[src/rtl/sfsm_pkg.sv]
// Shared definitions for the table-driven secure FSM engine: config table
// selectors, per-edge action codes, and bit-count / saturating-add helpers.
package sfsm_pkg;

  localparam logic [1:0] CFG_NXT = 2'd0;
  localparam logic [1:0] CFG_OUT = 2'd1;
  localparam logic [1:0] CFG_ENC = 2'd2;

  typedef enum logic [1:0] {
    ACT_HOLD    = 2'd0,
    ACT_RESTART = 2'd1,
    ACT_RECOVER = 2'd2,
    ACT_STEP    = 2'd3
  } act_e;

  function automatic logic [31:0] popcount(input logic [31:0] v);
    logic [31:0] n;
    n = '0;
    for (int i = 0; i < 32; i++) begin
      n = n + {31'd0, v[i]};
    end
    return n;
  endfunction

  // One extra bit on the sum so a + b can never wrap before the clamp.
  function automatic logic [31:0] sat_add(input logic [31:0] a,
                                          input logic [31:0] b,
                                          input logic [31:0] max);
    logic [32:0] s;
    s = {1'b0, a} + {1'b0, b};
    return (s > {1'b0, max}) ? max : s[31:0];
  endfunction

endpackage

[src/rtl/sfsm_code_decoder.sv]
// Reverse lookup of a state code against the encoding table. Lowest matching
// index wins so duplicate codes resolve deterministically.
module sfsm_code_decoder #(
  parameter  int NSTATE = 27,
  parameter  int ENC_W  = 5,
  localparam int IDX_W  = $clog2(NSTATE)
) (
  input  logic [ENC_W-1:0]        code_i,
  input  logic [NSTATE*ENC_W-1:0] enc_flat_i,
  output logic [IDX_W-1:0]        idx_o,
  output logic                    valid_o
);

  // Scan from the top down so the last assignment is the lowest matching index.
  always_comb begin
    idx_o   = '0;
    valid_o = 1'b0;
    for (int i = NSTATE - 1; i >= 0; i--) begin
      if (enc_flat_i[i*ENC_W +: ENC_W] == code_i) begin
        idx_o   = IDX_W'(i);
        valid_o = 1'b1;
      end
    end
  end

endmodule

[src/rtl/sfsm_prog_engine.sv]
// Programmable Moore FSM engine: run-time loaded next-state, output and
// encoding tables, illegal-code detection with safe recovery, and a
// saturating Hamming-distance accumulator on the state register.
//
// action      | meaning
// ------------+---------------------------------------------------------
// ACT_RESTART | reload enc/out of the reset state, clear alarm and hd_acc
// ACT_RECOVER | illegal code, alarm set, or bad target: force reset code,
//             | safe output 0, latch alarm, hd_acc untouched
// ACT_STEP    | legal transition to nxt[cur][ptext], accumulate bit flips
// ACT_HOLD    | no change
module sfsm_prog_engine
  import sfsm_pkg::*;
#(
  parameter  int IN_W      = 2,
  parameter  int OUT_W     = 3,
  parameter  int NSTATE    = 27,
  parameter  int ENC_W     = 5,
  parameter  int RESET_IDX = 0,
  parameter  int HD_W      = 16,
  localparam int IDX_W     = $clog2(NSTATE),
  localparam int CFG_AW    = IDX_W + IN_W,
  localparam int DAT_W     = (IDX_W > OUT_W) ? ((IDX_W > ENC_W) ? IDX_W : ENC_W)
                                             : ((OUT_W > ENC_W) ? OUT_W : ENC_W)
) (
  input  logic              CLK,
  input  logic              RST_N,
  input  logic              run,
  input  logic              restart,
  input  logic [IN_W-1:0]   ptext,
  output logic [OUT_W-1:0]  rtext,
  output logic [ENC_W-1:0]  state_q,
  output logic              alarm,
  output logic [HD_W-1:0]   hd_acc,
  input  logic              cfg_we,
  input  logic [1:0]        cfg_sel,
  input  logic [CFG_AW-1:0] cfg_addr,
  input  logic [DAT_W-1:0]  cfg_wdata,
  output logic              cfg_err
);

  if (ENC_W < IDX_W) begin : g_enc_w_chk
    $error("sfsm_prog_engine: ENC_W must be at least $clog2(NSTATE)");
  end

  localparam logic [IDX_W-1:0] RST_I  = IDX_W'(RESET_IDX);
  localparam logic [31:0]      HD_MAX = (HD_W >= 32) ? 32'hFFFF_FFFF
                                                     : ((32'd1 << HD_W) - 32'd1);

  logic [IDX_W-1:0] nxt_q [NSTATE][2**IN_W];
  logic [OUT_W-1:0] out_q [NSTATE];
  logic [ENC_W-1:0] enc_q [NSTATE];

  logic [NSTATE*ENC_W-1:0] enc_flat;
  logic [IDX_W-1:0]        cur_idx;
  logic                    code_ok;
  logic [IDX_W-1:0]        nxt_j;
  logic                    j_ok;
  logic [IDX_W-1:0]        j_sel;
  logic [ENC_W-1:0]        enc_j;
  logic [31:0]             hd_sum;
  act_e                    act;

  logic [IDX_W-1:0] addr_state;
  logic [IN_W-1:0]  addr_sym;
  logic             addr_ok;
  logic             wr_ok;

  // Flatten the encoding table for the reverse-lookup decoder.
  always_comb begin
    enc_flat = '0;
    for (int i = 0; i < NSTATE; i++) begin
      enc_flat[i*ENC_W +: ENC_W] = enc_q[i];
    end
  end

  sfsm_code_decoder #(
    .NSTATE (NSTATE),
    .ENC_W  (ENC_W)
  ) u_dec (
    .code_i     (state_q),
    .enc_flat_i (enc_flat),
    .idx_o      (cur_idx),
    .valid_o    (code_ok)
  );

  // A target index beyond NSTATE is a fault; j_sel keeps table reads in range.
  assign nxt_j  = nxt_q[cur_idx][ptext];
  assign j_ok   = (int'(nxt_j) < NSTATE);
  assign j_sel  = j_ok ? nxt_j : RST_I;
  assign enc_j  = enc_q[j_sel];
  assign hd_sum = sat_add(32'(hd_acc), popcount(32'(state_q ^ enc_j)), HD_MAX);

  // Per-edge action in priority order: restart, recovery, step, hold.
  always_comb begin
    act = ACT_HOLD;
    if (restart) begin
      act = ACT_RESTART;
    end else if (!code_ok || alarm) begin
      act = ACT_RECOVER;
    end else if (run) begin
      act = j_ok ? ACT_STEP : ACT_RECOVER;
    end
  end

  // Engine state register and registered Moore outputs.
  always_ff @(posedge CLK or negedge RST_N) begin
    if (!RST_N) begin
      state_q <= ENC_W'(RESET_IDX);
      rtext   <= '0;
      alarm   <= 1'b0;
      hd_acc  <= '0;
    end else begin
      case (act)
        ACT_RESTART: begin
          state_q <= enc_q[RST_I];
          rtext   <= out_q[RST_I];
          alarm   <= 1'b0;
          hd_acc  <= '0;
        end
        ACT_RECOVER: begin
          state_q <= enc_q[RST_I];
          rtext   <= '0;
          alarm   <= 1'b1;
        end
        ACT_STEP: begin
          state_q <= enc_j;
          rtext   <= out_q[j_sel];
          hd_acc  <= hd_sum[HD_W-1:0];
        end
        default: ;
      endcase
    end
  end

  assign addr_state = cfg_addr[CFG_AW-1:IN_W];
  assign addr_sym   = cfg_addr[IN_W-1:0];

  // Address range check per target table; the reserved selector never matches.
  always_comb begin
    addr_ok = 1'b0;
    case (cfg_sel)
      CFG_NXT:          addr_ok = (int'(addr_state) < NSTATE);
      CFG_OUT, CFG_ENC: addr_ok = (int'(cfg_addr) < NSTATE);
      default:          addr_ok = 1'b0;
    endcase
  end

  // Tables are only writable while the engine is stopped.
  assign wr_ok = cfg_we && !run && addr_ok;

  // Configuration tables and the rejected-write pulse.
  always_ff @(posedge CLK or negedge RST_N) begin
    if (!RST_N) begin
      for (int i = 0; i < NSTATE; i++) begin
        for (int s = 0; s < 2**IN_W; s++) begin
          nxt_q[i][s] <= IDX_W'(i);
        end
        out_q[i] <= '0;
        enc_q[i] <= ENC_W'(i);
      end
      cfg_err <= 1'b0;
    end else begin
      cfg_err <= cfg_we && !wr_ok;
      if (wr_ok) begin
        case (cfg_sel)
          CFG_NXT: nxt_q[addr_state][addr_sym]   <= cfg_wdata[IDX_W-1:0];
          CFG_OUT: out_q[cfg_addr[IDX_W-1:0]]    <= cfg_wdata[OUT_W-1:0];
          CFG_ENC: enc_q[cfg_addr[IDX_W-1:0]]    <= cfg_wdata[ENC_W-1:0];
          default: ;
        endcase
      end
    end
  end

endmodule
[config.mk]
export PLATFORM = sky130hd
export DESIGN_NAME = sfsm_prog_engine
export DESIGN_NICKNAME = d
export VERILOG_FILES = /design/src/rtl/sfsm_pkg.sv /design/src/rtl/sfsm_code_decoder.sv /design/src/rtl/sfsm_prog_engine.sv
export SDC_FILE = /design/constraint.sdc
export NUM_CORES = 2
export LEC_CHECK = 0
export ABC_AREA = 1
export CORE_ASPECT_RATIO = 0.75
export CORE_MARGIN = 5
export CORE_UTILIZATION = 55
export DETAILED_ROUTE_END_ITERATION = 12
export GPL_ROUTABILITY_DRIVEN = 0
export PLACE_DENSITY = 0.77
export SLEW_MARGIN = 10
export SYNTH_ARGS = -nofsm -noshare
export SYNTH_HDL_FRONTEND = slang
export SYNTH_HIERARCHICAL = 1
export SYNTH_SLANG_ARGS = --single-unit
[constraint.sdc]
create_clock -name CLK -period 14.95 [get_ports CLK]
set_input_delay 2.2425 -clock CLK [delete_from_list [all_inputs] [get_ports CLK]]
set_output_delay 2.2425 -clock CLK [all_outputs]
set_load 0.05 [all_outputs]
==> impl_metrics.ini <==
[setup_path]
crit_top_cell = nand2_1
cp.required_ns = 15.52
timing.rr.end = hd_acc[3]
cp-end-kind = register
cp.arrival_ns = 13.63
worstPathBufferInverterCount = 8
r2r_slack_ns = 1.89
cp-startpoint = state_q[3]
crit_cells = 45
cp-start-kind = register
critical_path_class = register to register
crit_path_end = hd_acc[3]
path_max_fanout = 59
r2r_cells = 45
crit_slowest_cell = inv_2
critical-path-max-stage-delay_ns = 0.85
cp_top_family = simple AND/OR/NAND/NOR gates
timing.rr.start = state_q[3]

[clock_tree]
clk_latency_ns = 0.66
cts_max_level = 3
cts_setup_buffers = 0
cts.sink_count = 782
path_clk_slew_ns = 0.07
clock_path_buffers = 3
cts_resized = 0
cts_tree = done
root_buffer = clkbuf_16
cts_buffers = 77
holdBufCountCts = 0

[yosys]
synth_top_family_by_area = simple AND/OR/NAND/NOR gates
syn_nets = 5088
yosysWarningCount = 6
yosys.area_share.adder_pct = 0.501
yosys.area_share.simple_pct = 25.2
yosysSeqAreaShare_pct = 50.5
syn_inst = 5053
synth_cell_types = 51
synth_compound_area_share_pct = 15.8
syn_area_um2 = 39500
muxShareOfSynthArea_pct = 0
ys_seq_elements = 782
avgSynthCellArea_um2 = 7.82
synth_xor_area_share_pct = 2.37

[placed_design]
numPlacedInstances = 5832
port_buffers = 46
dpl-instance-area_um2 = 40400
hpwl_um = 75200

[floorplan]
initial_core_util_pct = 55.3
row_count = 85
die_h_um = 242
fp.coreArea_um2 = 71500
die_area_um2 = 77300
io_pins = 47
die_x_um = 319

[global_routing]
grt_first_pass_wirelength_um = 189000
track_usage_pct = 30.3
grt_pass1_vias = 32959
antenna_found_initial = 3
grt_overflow = 0
grt_max_degree = 181

[layout]
nNetsFinal = 4989
utilization_pct = 60.3
ff_latch_area_um2 = 19900
final_area_um2 = 43100
multi_input_area_um2 = 17400
n_fill_cell = 6267
layout-drive-gt1-share_pct = 10.5
fin_cells = 5976
n_antenna_cell = 0
layout-area-overhead-vs-synth_pct = 9.08

[hold_path]
hp-class = register to register

[sta]
hold_violations = 0
fmax_mhz = 76.6
hold-worst-slack_ns = 0.478
tns_ns = 0
rsz0062_at_grt = no
report.final.slew_viol_count = 0
min_period_ns = 13.06
finClkSkew_ns = 0.0352
period_share_pct = 87.4
setup_viol_count_final = 0
relSlewSlack_pct = 14.2
worstMarginPinSlew_ns = 1.28

[flow_run]
max-cap-violations = 0

[route]
vias_per_cell = 6.01
first_pass_iters = 9
antenna_left = 0
route.detailed.wl_per_inst_um = 20.2
drc = 0
drt_iter0_drc = 4930
num_vias = 35900
routed_wl_um = 120000

[power]
peakVddDrop_v = 0.000268
p_per_area_nw_per_um2 = 200
power_leakage_nw = 18.2

[status]
status = finished, final reports clean
==> power by group <==
| group | internal, mW | switching, mW |
|---|---|---|
| combinational | 1.25 | 3.08 |
| sequential | 2.16 | 0.0450 |
| clock | 1.20 | 0.890 |
==> how the worst min path moves through the flow <==
stage	end	slack, ns	cells past startpoint	start
after global routing	nxt_q[438]	0.50	2	nxt_q[438]
after detailed placement	nxt_q[307]	0.47	2	nxt_q[307]
after global placement	out_q[5]	0.46	2	out_q[5]
after CTS	nxt_q[438]	0.48	2	nxt_q[438]
final	nxt_q[183]	0.48	2	nxt_q[183]
after floorplan	out_q[3]	0.44	2	out_q[3]
==> logic make-up (layout without fill, tap and decap cells) <==
group           after synthesis  count (layout)
fa+ha+maj                    14              14
flops                       782             782
buf+inv                     532             498
xor+xnor                    107             107
compound gates             1156            1156
simple gates               2462            2462
==> metal layers <==
metal  wire length, µm  vias to the layer above  GRT usage [%]  part of all wire, %
met2             48700                     2058           41.5                   40
met5                28                        -              0                0.023
li1                  -                    16385              -                    -
met3             15200                      278           8.88                   13
met4              3560                        6           8.57                  3.0
met1             53000                    17173           46.8                   44
==> cells in the mapped netlist (all sizes together) <==
master | number | area share, %
a22oi | 3 | 0.057
nand3b | 7 | 0.13
o21bai | 1 | 0.019
a21boi | 1 | 0.019
nand3 | 401 | 5.1
fa | 3 | 0.15
o211ai | 64 | 1.2
clkinv | 6 | 0.057
nand2 | 1589 | 15
clkbuf | 141 | 1.3
buf | 128 | 1.8
a41oi | 1 | 0.022
a211oi | 1 | 0.019
ha | 11 | 0.35
a2111oi | 1 | 0.022
dfrtp | 482 | 31
or2 | 4 | 0.063
a21oi | 100 | 1.3
a31oi | 9 | 0.14
nor2 | 386 | 3.7
nor4 | 9 | 0.14
nand4 | 5 | 0.079
o2111ai | 7 | 0.16
and3 | 9 | 0.14
o21ai | 883 | 11
dfstp | 300 | 20
xor2 | 68 | 1.5
nor3 | 49 | 0.66
o221ai | 1 | 0.022
o31ai | 4 | 0.076
and2 | 1 | 0.016
xnor2 | 39 | 0.86
o22ai | 5 | 0.079
a221oi | 1 | 0.022
nor3b | 2 | 0.038
o21a | 74 | 1.4
inv | 257 | 2.5
==> layout make-up <==
class	count	share of cell area, %
Clock buffer	107	5.04
Clock inverter	37	1.21
Inverter	263	2.34
Multi-Input combinational cell	3739	40.3
Sequential cell	782	46.3
Tap cell	957	2.78
Timing Repair Buffer	91	2.01
==> placed cells by master (no fill, tap or decap), drive strengths merged, types with 46 or more instances in the layout <==
master / netlist / routed
a21oi: 100 / 100
buf: 128 / 46
clkbuf: 141 / 107
dfrtp: 482 / 482
dfstp: 300 / 300
inv: 257 / 263
nand2: 1589 / 1589
nand3: 401 / 401
nor2: 386 / 386
nor3: 49 / 49
o211ai: 64 / 64
o21a: 74 / 74
o21ai: 883 / 883
xor2: 68 / 68
==> worst reg2reg max path, delay by kind of cell (launching register included) <==
| kind | cells | cell delay [ns] |
|---|---|---|
| simple gates | 27 | 6.86 |
| flops | 1 | 0.72 |
| compound gates | 5 | 0.69 |
| buf+inv | 8 | 2.84 |
| xor+xnor | 1 | 0.19 |
| fa+ha+maj | 4 | 1.65 |
==> stage by stage <==
| step | power, mW | setup slack (ns) |
|---|---|---|
| 2_1_floorplan | 5.26 | 6.81 |
| 3_3_place_gp | 6.37 | 2.74 |
| 3_5_place_dp | 6.39 | 2.52 |
| 4_1_cts | 8.48 | 2.45 |
| 5_1_grt | 9.08 | 1.06 |
| 6_report | 8.62 | 1.89 |
==> sequential cells by signal, summed over array words and instances, names as in the netlist <==
register	count
nxt_q	540
enc_flat	135
out_q	81
hd_acc	16
state_q	5
rtext	3
alarm	1
cfg_err	1
Note: power is estimated with default switching activity, not from simulation.
